--- src/rtl/scan_bist_ctrl.sv ---
// Logic-BIST controller: a Galois PRPG drives DUT stimulus, and a MISR compacts
// the DUT responses into a signature that is compared against a golden value.
module scan_bist_ctrl #(
  parameter int              IN_W      = 36,
  parameter int              OUT_W     = 39,
  parameter int              NPAT      = 100,
  parameter int              CNT_W     = 16,
  parameter logic [IN_W-1:0] PRPG_POLY = 36'h800000400,
  parameter logic [IN_W-1:0] PRPG_SEED = 36'h000000001,
  parameter logic [OUT_W-1:0] MISR_POLY = 39'h4000000011
) (
  input  logic             CK,
  input  logic             RSTN,
  input  logic             start,
  input  logic [OUT_W-1:0] golden,
  input  logic [OUT_W-1:0] dut_resp,
  output logic [IN_W-1:0]  stim,
  output logic             stim_valid,
  output logic             busy,
  output logic             done,
  output logic             pass,
  output logic [OUT_W-1:0] signature,
  output logic [CNT_W-1:0] pat_count
);

  if (PRPG_SEED == '0) begin : g_bad_seed
    $error("scan_bist_ctrl: PRPG_SEED must be nonzero");
  end
  if (NPAT < 1 || (64'(1) << CNT_W) <= 64'(NPAT)) begin : g_bad_npat
    $error("scan_bist_ctrl: NPAT must be >= 1 and fit in CNT_W bits");
  end

  typedef enum logic [1:0] {S_IDLE, S_RUN, S_DRAIN, S_DONE} state_e;

  state_e           state_q, state_d;
  logic [IN_W-1:0]  prpg_q, prpg_d;
  logic [IN_W-1:0]  stim_q, stim_d;
  logic [CNT_W-1:0] cnt_q, cnt_d;
  logic [OUT_W-1:0] sig_q, sig_d;
  logic             valid_q;

  // NOTE: every variable gets a default at the top of always_comb so no path
  // leaves it unassigned, which would otherwise infer a latch.
  always_comb begin
    state_d = state_q;
    prpg_d  = prpg_q;
    stim_d  = stim_q;
    cnt_d   = cnt_q;
    sig_d   = sig_q;

    // Responses lag stimulus by one cycle; valid_q is clear in IDLE/DONE,
    // so this never collides with the signature clear on start.
    if (valid_q) begin
      sig_d = (sig_q >> 1) ^ (sig_q[0] ? MISR_POLY : '0) ^ dut_resp;
    end

    unique case (state_q)
      S_IDLE, S_DONE: begin
        if (start) begin
          state_d = S_RUN;
          prpg_d  = PRPG_SEED;
          cnt_d   = '0;
          sig_d   = '0;
        end
      end
      S_RUN: begin
        stim_d = prpg_q;
        prpg_d = (prpg_q >> 1) ^ (prpg_q[0] ? PRPG_POLY : '0);
        cnt_d  = cnt_q + 1'b1;
        if (cnt_q == CNT_W'(NPAT - 1)) state_d = S_DRAIN;
      end
      S_DRAIN: state_d = S_DONE;
      default: state_d = S_IDLE;
    endcase
  end

  // NOTE: sequential state uses non-blocking assignments so every register
  // samples pre-edge values regardless of statement order.
  always_ff @(posedge CK) begin
    if (!RSTN) begin
      state_q <= S_IDLE;
      prpg_q  <= PRPG_SEED;
      stim_q  <= PRPG_SEED;
      cnt_q   <= '0;
      sig_q   <= '0;
      valid_q <= 1'b0;
    end else begin
      state_q <= state_d;
      prpg_q  <= prpg_d;
      stim_q  <= stim_d;
      cnt_q   <= cnt_d;
      sig_q   <= sig_d;
      valid_q <= stim_valid;
    end
  end

  // stim_q remembers the last issued pattern so stim holds once RUN ends.
  assign stim       = (state_q == S_RUN) ? prpg_q : stim_q;
  assign stim_valid = (state_q == S_RUN);
  assign busy       = (state_q == S_RUN) || (state_q == S_DRAIN);
  assign done       = (state_q == S_DONE);
  assign pass       = done && (sig_q == golden);
  assign signature  = sig_q;
  assign pat_count  = cnt_q;

endmodule

--- config.mk ---
export PLATFORM = sky130hd
export DESIGN_NAME = scan_bist_ctrl
export DESIGN_NICKNAME = d
export VERILOG_FILES = /design/src/rtl/scan_bist_ctrl.sv
export SDC_FILE = /design/constraint.sdc
export NUM_CORES = 1
export LEC_CHECK = 0
export ABC_CLOCK_PERIOD_IN_PS = 3250
export CORE_MARGIN = 2
export CORE_UTILIZATION = 35
export DETAILED_ROUTE_END_ITERATION = 10
export PLACE_DENSITY = 0.73
export REMOVE_ABC_BUFFERS = 1
export SYNTH_ARGS = -nofsm -noshare
export SYNTH_HDL_FRONTEND = slang
export SYNTH_SLANG_ARGS = --single-unit
--- constraint.sdc ---
create_clock -name CK -period 3.25 [get_ports CK]
set_input_delay 0.65 -clock CK [delete_from_list [all_inputs] [get_ports CK]]
set_output_delay 0.65 -clock CK [all_outputs]
set_load 0.01 [all_outputs]
==> out/results.md <==
| Step | Metric | This run |
|:---|:---|:---|
| setup path | Cells along the critical path | clkdlybuf4s50_1, xor2_1, nor4_2, nand4_1, nor4_1, dlymetal6s2s_1 |
| setup path | Largest driver fanout on the critical path | 1 |
| sta | Fin. Hold Viols | 0 |
| sta | Max-slew violation count | 0 |
| setup path | Required time at the endpoint of the critical path | 2.60 ns |
| cts | Number of clock sinks | 130 |
| sta | Worst Max-Slew Pin Slew | 0.7452 ns |
| final layout | Post-layout net count | 823 |
| cts | Clock latency on the worst-skew pair | 0.41 ns |
| global route | Global-route wire length before repair | 22890 um |
| drt | Initial DRC count | 171 |
| setup path | Critical Path Sink Type | primary output |
| synthesis | Count of cell types in the netlist | 36 |
| cts | CTS H-tree depth | 4 |
| setup path | Start-to-end type of the worst setup path | in2out |
| cts | Cell chosen for the clock root | sky130_fd_sc_hd__clkbuf_16 |
| place | Number of instances in the placed design | 935 |
| global route | Global Route met2 Usage | 0.2836 |
| global route | Total global routing track utilization | 0.1759 |
| sta | Setup-failing EPs final | 0 |
| cts | Post-CTS Setup Bufs | 0 |
| outcome | Result of the run | complete, no violations |
| sta | Worst hold slack across all endpoints | 0.5083 ns |
| place | RD Place Congestion | 0.7768 |
| global route | Busiest metal layer after global routing | met2 |
| setup path | Register-to-Register Setup Slack | 1.02 ns |
| global route | Met3 layer usage reported by global route | 0.06191 |
| synthesis | Sequential fraction of the synthesis area | 0.4686 |
| sta | Setup Total Neg Slack | 0 ns |
| synthesis | Area share of the largest cell type after synthesis | 0.4686 |
| sta | Max transition margin | 0.5032 |
| floorplan | Number of standard-cell rows in the floorplan | 46 |
| sta | Setup slack of the critical path after layout | 0.4068 ns |
| synthesis | Cell accounting for the most synthesized area | sky130_fd_sc_hd__dfxtp_1 |
| job | Count of maximum capacitance violations | 0 |
| setup path | Endpoint of the lowest-slack register-to-register path | pat_count[14] |
| sta | Max Clock Freq | 0.3517 GHz |
| floorplan | Total Die Area | 16890 um^2 |
| power and ir drop | Total chip power | 5.396 mW |
| final layout | Fraction of layout cells with a size suffix above 1 | 0.06400 |
| synthesis | Biggest area contributors in the synthesized netlist | sky130_fd_sc_hd__dfxtp_1, sky130_fd_sc_hd__xnor2_1, sky130_fd_sc_hd__mux2_1, sky130_fd_sc_hd__xor2_1, sky130_fd_sc_hd__nor2_1 |
| sta | Setup skew after layout | 0.01058 ns |
| synthesis | Synthesized instance count | 568 |
| power and ir drop | Worst vdd rail ir drop | 0.3513 mV |
| setup path | Largest incremental delay on the critical path | 0.42 ns |
| min path | Number of stages on the worst hold path | 2 |
| drt | Post-route ant nets | 0 |
| cts | Max Buffers Root-to-Sink | 2 |
| drt | Pre-antenna DRT Iters | 6 |
| floorplan | Ports placed on the boundary | 176 |
| setup path | Count of buffering cells on the critical path with inverters included | 2 |
| sta | Crit share post-route | 0.8748 |
| global route | Number of global-route vias before repair | 4362 |
| final layout | End-of-flow core utilization | 0.5209 |
| drt | Vias per std cell | 4.852 |
| global route | Antenna violations before repair | 0 |
| place | Post-place setup slack | 0.002883 ns |
| cts | CTS tree | built |
| place | Total placed instance area | 7569 um^2 |
| floorplan | Initial standard-cell utilization of the core | 0.3535 |
| global route | Pin count of the biggest net entering global routing | 77 |
| sta | Clock period minus final worst setup slack | 2.843 ns |
| synthesis | Synthesis Warnings | 0 |
| synthesis | Post-Syn Area per Cell | 9.778 um^2 |
| setup path | Top cell family by delay on the critical path | simple AND/OR/NAND/NOR gates |
| final layout | Filler-free cell count of the finished design | 966 |
| place | Port Buffers | 175 |
| synthesis | Post-synthesis cell area | 5554 um^2 |
| final layout | Count of antenna diodes in the layout | 0 |
| final layout | Layout overhead on the synthesized area | 47.38% |
| setup path | CP Launch Type | primary input |
| floorplan | Core Region | 15710 um^2 |
| setup path | CP arrival | 2.19 ns |
| synthesis | Count of state elements after synthesis | 130 |
| drt | DR DRC count | 0 |
| drt | Routed WL per cell | 15.57 um |
| setup path | Worst r2r path cells | 6 |
| drt | Total wire length | 15040 um |
| floorplan | Die height | 130.0 um |
| global route | Total congestion overflow | 0 |
| cts | TritonCTS buffer count | 17 |
| setup path | Startpoint of the lowest-slack register-to-register path | state_q[1] |
| sta | RSZ-0062 raised after global routing | false |
| cts | Clock transition at the registers of the reported paths | 0.06 ns |
| drt | Via count of the routed design | 4687 |
| power and ir drop | Leakage | 3.038 nW |
| power and ir drop | PD cells | 659.2 nW/um^2 |
| min path | Worst Min Path Start | pat_count[15] |
| setup path | Cell with the largest stage delay on the worst path | sky130_fd_sc_hd__clkdlybuf4s50_1 |
| global route | M1 GR Usage | 0.2228 |
| min path | Worst Hold End | pat_count[15] |
| final layout | Post-route cell area | 8185 um^2 |
| floorplan | Floorplan die width | 130.0 um |
| place | Half-perimeter wire length after placement | 10480 um |
| min path | Path category of the worst min-delay check | reg2reg |
[cells by family after synthesis]
logic type | Yosys count | share of synthesized area
muxes | 40 | 0.08042
xor gates and xnor gates | 87 | 0.1372
AOI/OAI and AO/OA | 95 | 0.1257
and+or+nand+nor | 171 | 0.1514
buffers and inverters | 41 | 0.02771
DFF | 130 | 0.4686
adders and majority gates | 4 | 0.009011
[power by group]
group | internal (mW) | switching (mW) | total (mW) | leakage, nW
logic | 0.719 | 0.817 | 1.54 | 1.69
clock network | 1.25 | 0.707 | 1.95 | 0.297
registers | 1.73 | 0.177 | 1.90 | 1.05
total | 3.70 | 1.70 | 5.40 | 3.04
[routing by layer]
| layer | wire length (um) | vias to the layer above |
|---|---|---|
| li1 | - | 2318 |
| met1 | 6781 | 2194 |
| met2 | 6868 | 160 |
| met3 | 1227 | 15 |
| met4 | 164 | 0 |
| met5 | 0 | - |
[state kept, by name, indices dropped and copies added (netlist names)]
| register | count |
|---|---|
| signature | 39 |
| prpg_q | 36 |
| stim_q | 36 |
| pat_count | 16 |
| state_q | 2 |
| valid_q | 1 |
[what timing repair did]
item,4_1_cts,5_1_grt
gates resized for setup,0,2
hold buffers,0,0
pin swaps,1,0
endpoints found under the setup margin,1,1
[layout by cell type, fill, tap and decap left out, types with 3 or more instances in the layout]
cell,instances
sky130_fd_sc_hd__bufinv_16,3
sky130_fd_sc_hd__clkinv_4,3
sky130_fd_sc_hd__nand3_1,5
sky130_fd_sc_hd__mux2_1,36
sky130_fd_sc_hd__nand4_1,5
sky130_fd_sc_hd__or3_1,5
sky130_fd_sc_hd__or4_1,6
sky130_fd_sc_hd__nor4_1,10
sky130_fd_sc_hd__inv_1,5
sky130_fd_sc_hd__o21ai_1,3
sky130_fd_sc_hd__a22oi_1,36
sky130_fd_sc_hd__xor2_1,37
sky130_fd_sc_hd__nand2_1,12
sky130_fd_sc_hd__dfxtp_1,129
sky130_fd_sc_hd__xnor2_1,50
sky130_fd_sc_hd__clkbuf_16,17
sky130_fd_sc_hd__clkdlybuf4s50_1,174
sky130_fd_sc_hd__and2_1,38
sky130_fd_sc_hd__ha_1,3
sky130_fd_sc_hd__o31ai_1,4
sky130_fd_sc_hd__buf_4,9
sky130_fd_sc_hd__a211oi_1,38
sky130_fd_sc_hd__a21oi_1,8
sky130_fd_sc_hd__nor2_1,82
[cell usage after synthesis]
| master | n |
|---|---|
| sky130_fd_sc_hd__inv_2 | 1 |
| sky130_fd_sc_hd__xnor2_1 | 50 |
| sky130_fd_sc_hd__nand3_1 | 5 |
| sky130_fd_sc_hd__a311oi_1 | 1 |
| sky130_fd_sc_hd__nand2b_1 | 1 |
| sky130_fd_sc_hd__a211oi_1 | 38 |
| sky130_fd_sc_hd__mux2i_1 | 3 |
| sky130_fd_sc_hd__clkbuf_1 | 28 |
| sky130_fd_sc_hd__a22oi_1 | 36 |
| sky130_fd_sc_hd__and3_1 | 1 |
| sky130_fd_sc_hd__nand4b_1 | 1 |
| sky130_fd_sc_hd__buf_1 | 7 |
| sky130_fd_sc_hd__a21oi_1 | 8 |
| sky130_fd_sc_hd__nand2_1 | 12 |
| sky130_fd_sc_hd__mux2_2 | 1 |
| sky130_fd_sc_hd__mux2_1 | 36 |
| sky130_fd_sc_hd__o21ba_1 | 1 |
| sky130_fd_sc_hd__nand4_1 | 5 |
| sky130_fd_sc_hd__o22ai_1 | 1 |
| sky130_fd_sc_hd__o21a_1 | 1 |
| sky130_fd_sc_hd__o41ai_2 | 1 |
| sky130_fd_sc_hd__a31o_1 | 1 |
| sky130_fd_sc_hd__nor3_1 | 2 |
| sky130_fd_sc_hd__ha_1 | 4 |
| sky130_fd_sc_hd__and2_1 | 38 |
| sky130_fd_sc_hd__o31ai_1 | 4 |
| sky130_fd_sc_hd__dfxtp_1 | 130 |
| sky130_fd_sc_hd__or3_1 | 5 |
| sky130_fd_sc_hd__nor2_1 | 82 |
| sky130_fd_sc_hd__or2_1 | 1 |
| sky130_fd_sc_hd__nor4_1 | 11 |
| sky130_fd_sc_hd__o21ai_1 | 3 |
| sky130_fd_sc_hd__xor2_1 | 37 |
| sky130_fd_sc_hd__nand4bb_1 | 1 |
| sky130_fd_sc_hd__or4_1 | 6 |
| sky130_fd_sc_hd__inv_1 | 5 |
[worst max-delay path by stage]
| stage | startpoint | to | slack (ns) | depth (start not counted) |
|---|---|---|---|---|
| after floorplan | state_q[1] | pat_count[15] | -0.74 | 6 |
| after global placement | golden[35] | pass | 0.004 | 6 |
| after detailed placement | golden[35] | pass | 0.003 | 6 |
| after CTS | golden[29] | pass | 0.02 | 6 |
| after global routing | state_q[1] | stim[33] | 0.29 | 5 |
| final | golden[12] | pass | 0.41 | 6 |
[worst min-delay path: stages, from the launching register on]
cell and delay [ns]:
sky130_fd_sc_hd__dfxtp_1 0.33, sky130_fd_sc_hd__o31ai_1 0.07, sky130_fd_sc_hd__a21oi_1 0.06
[final cells by class]
type / instances / area (um^2)
clock buffers: 20 / 456.7
clock inverters: 11 / 151.4
fillers: 1461 / 7527
inverters: 6 / 22.52
multi-input cells: 397 / 2819
flip-flops and latches: 130 / 2604
well taps: 216 / 270.3
repair buffers: 186 / 1862
(Power assumes the default switching activity.)
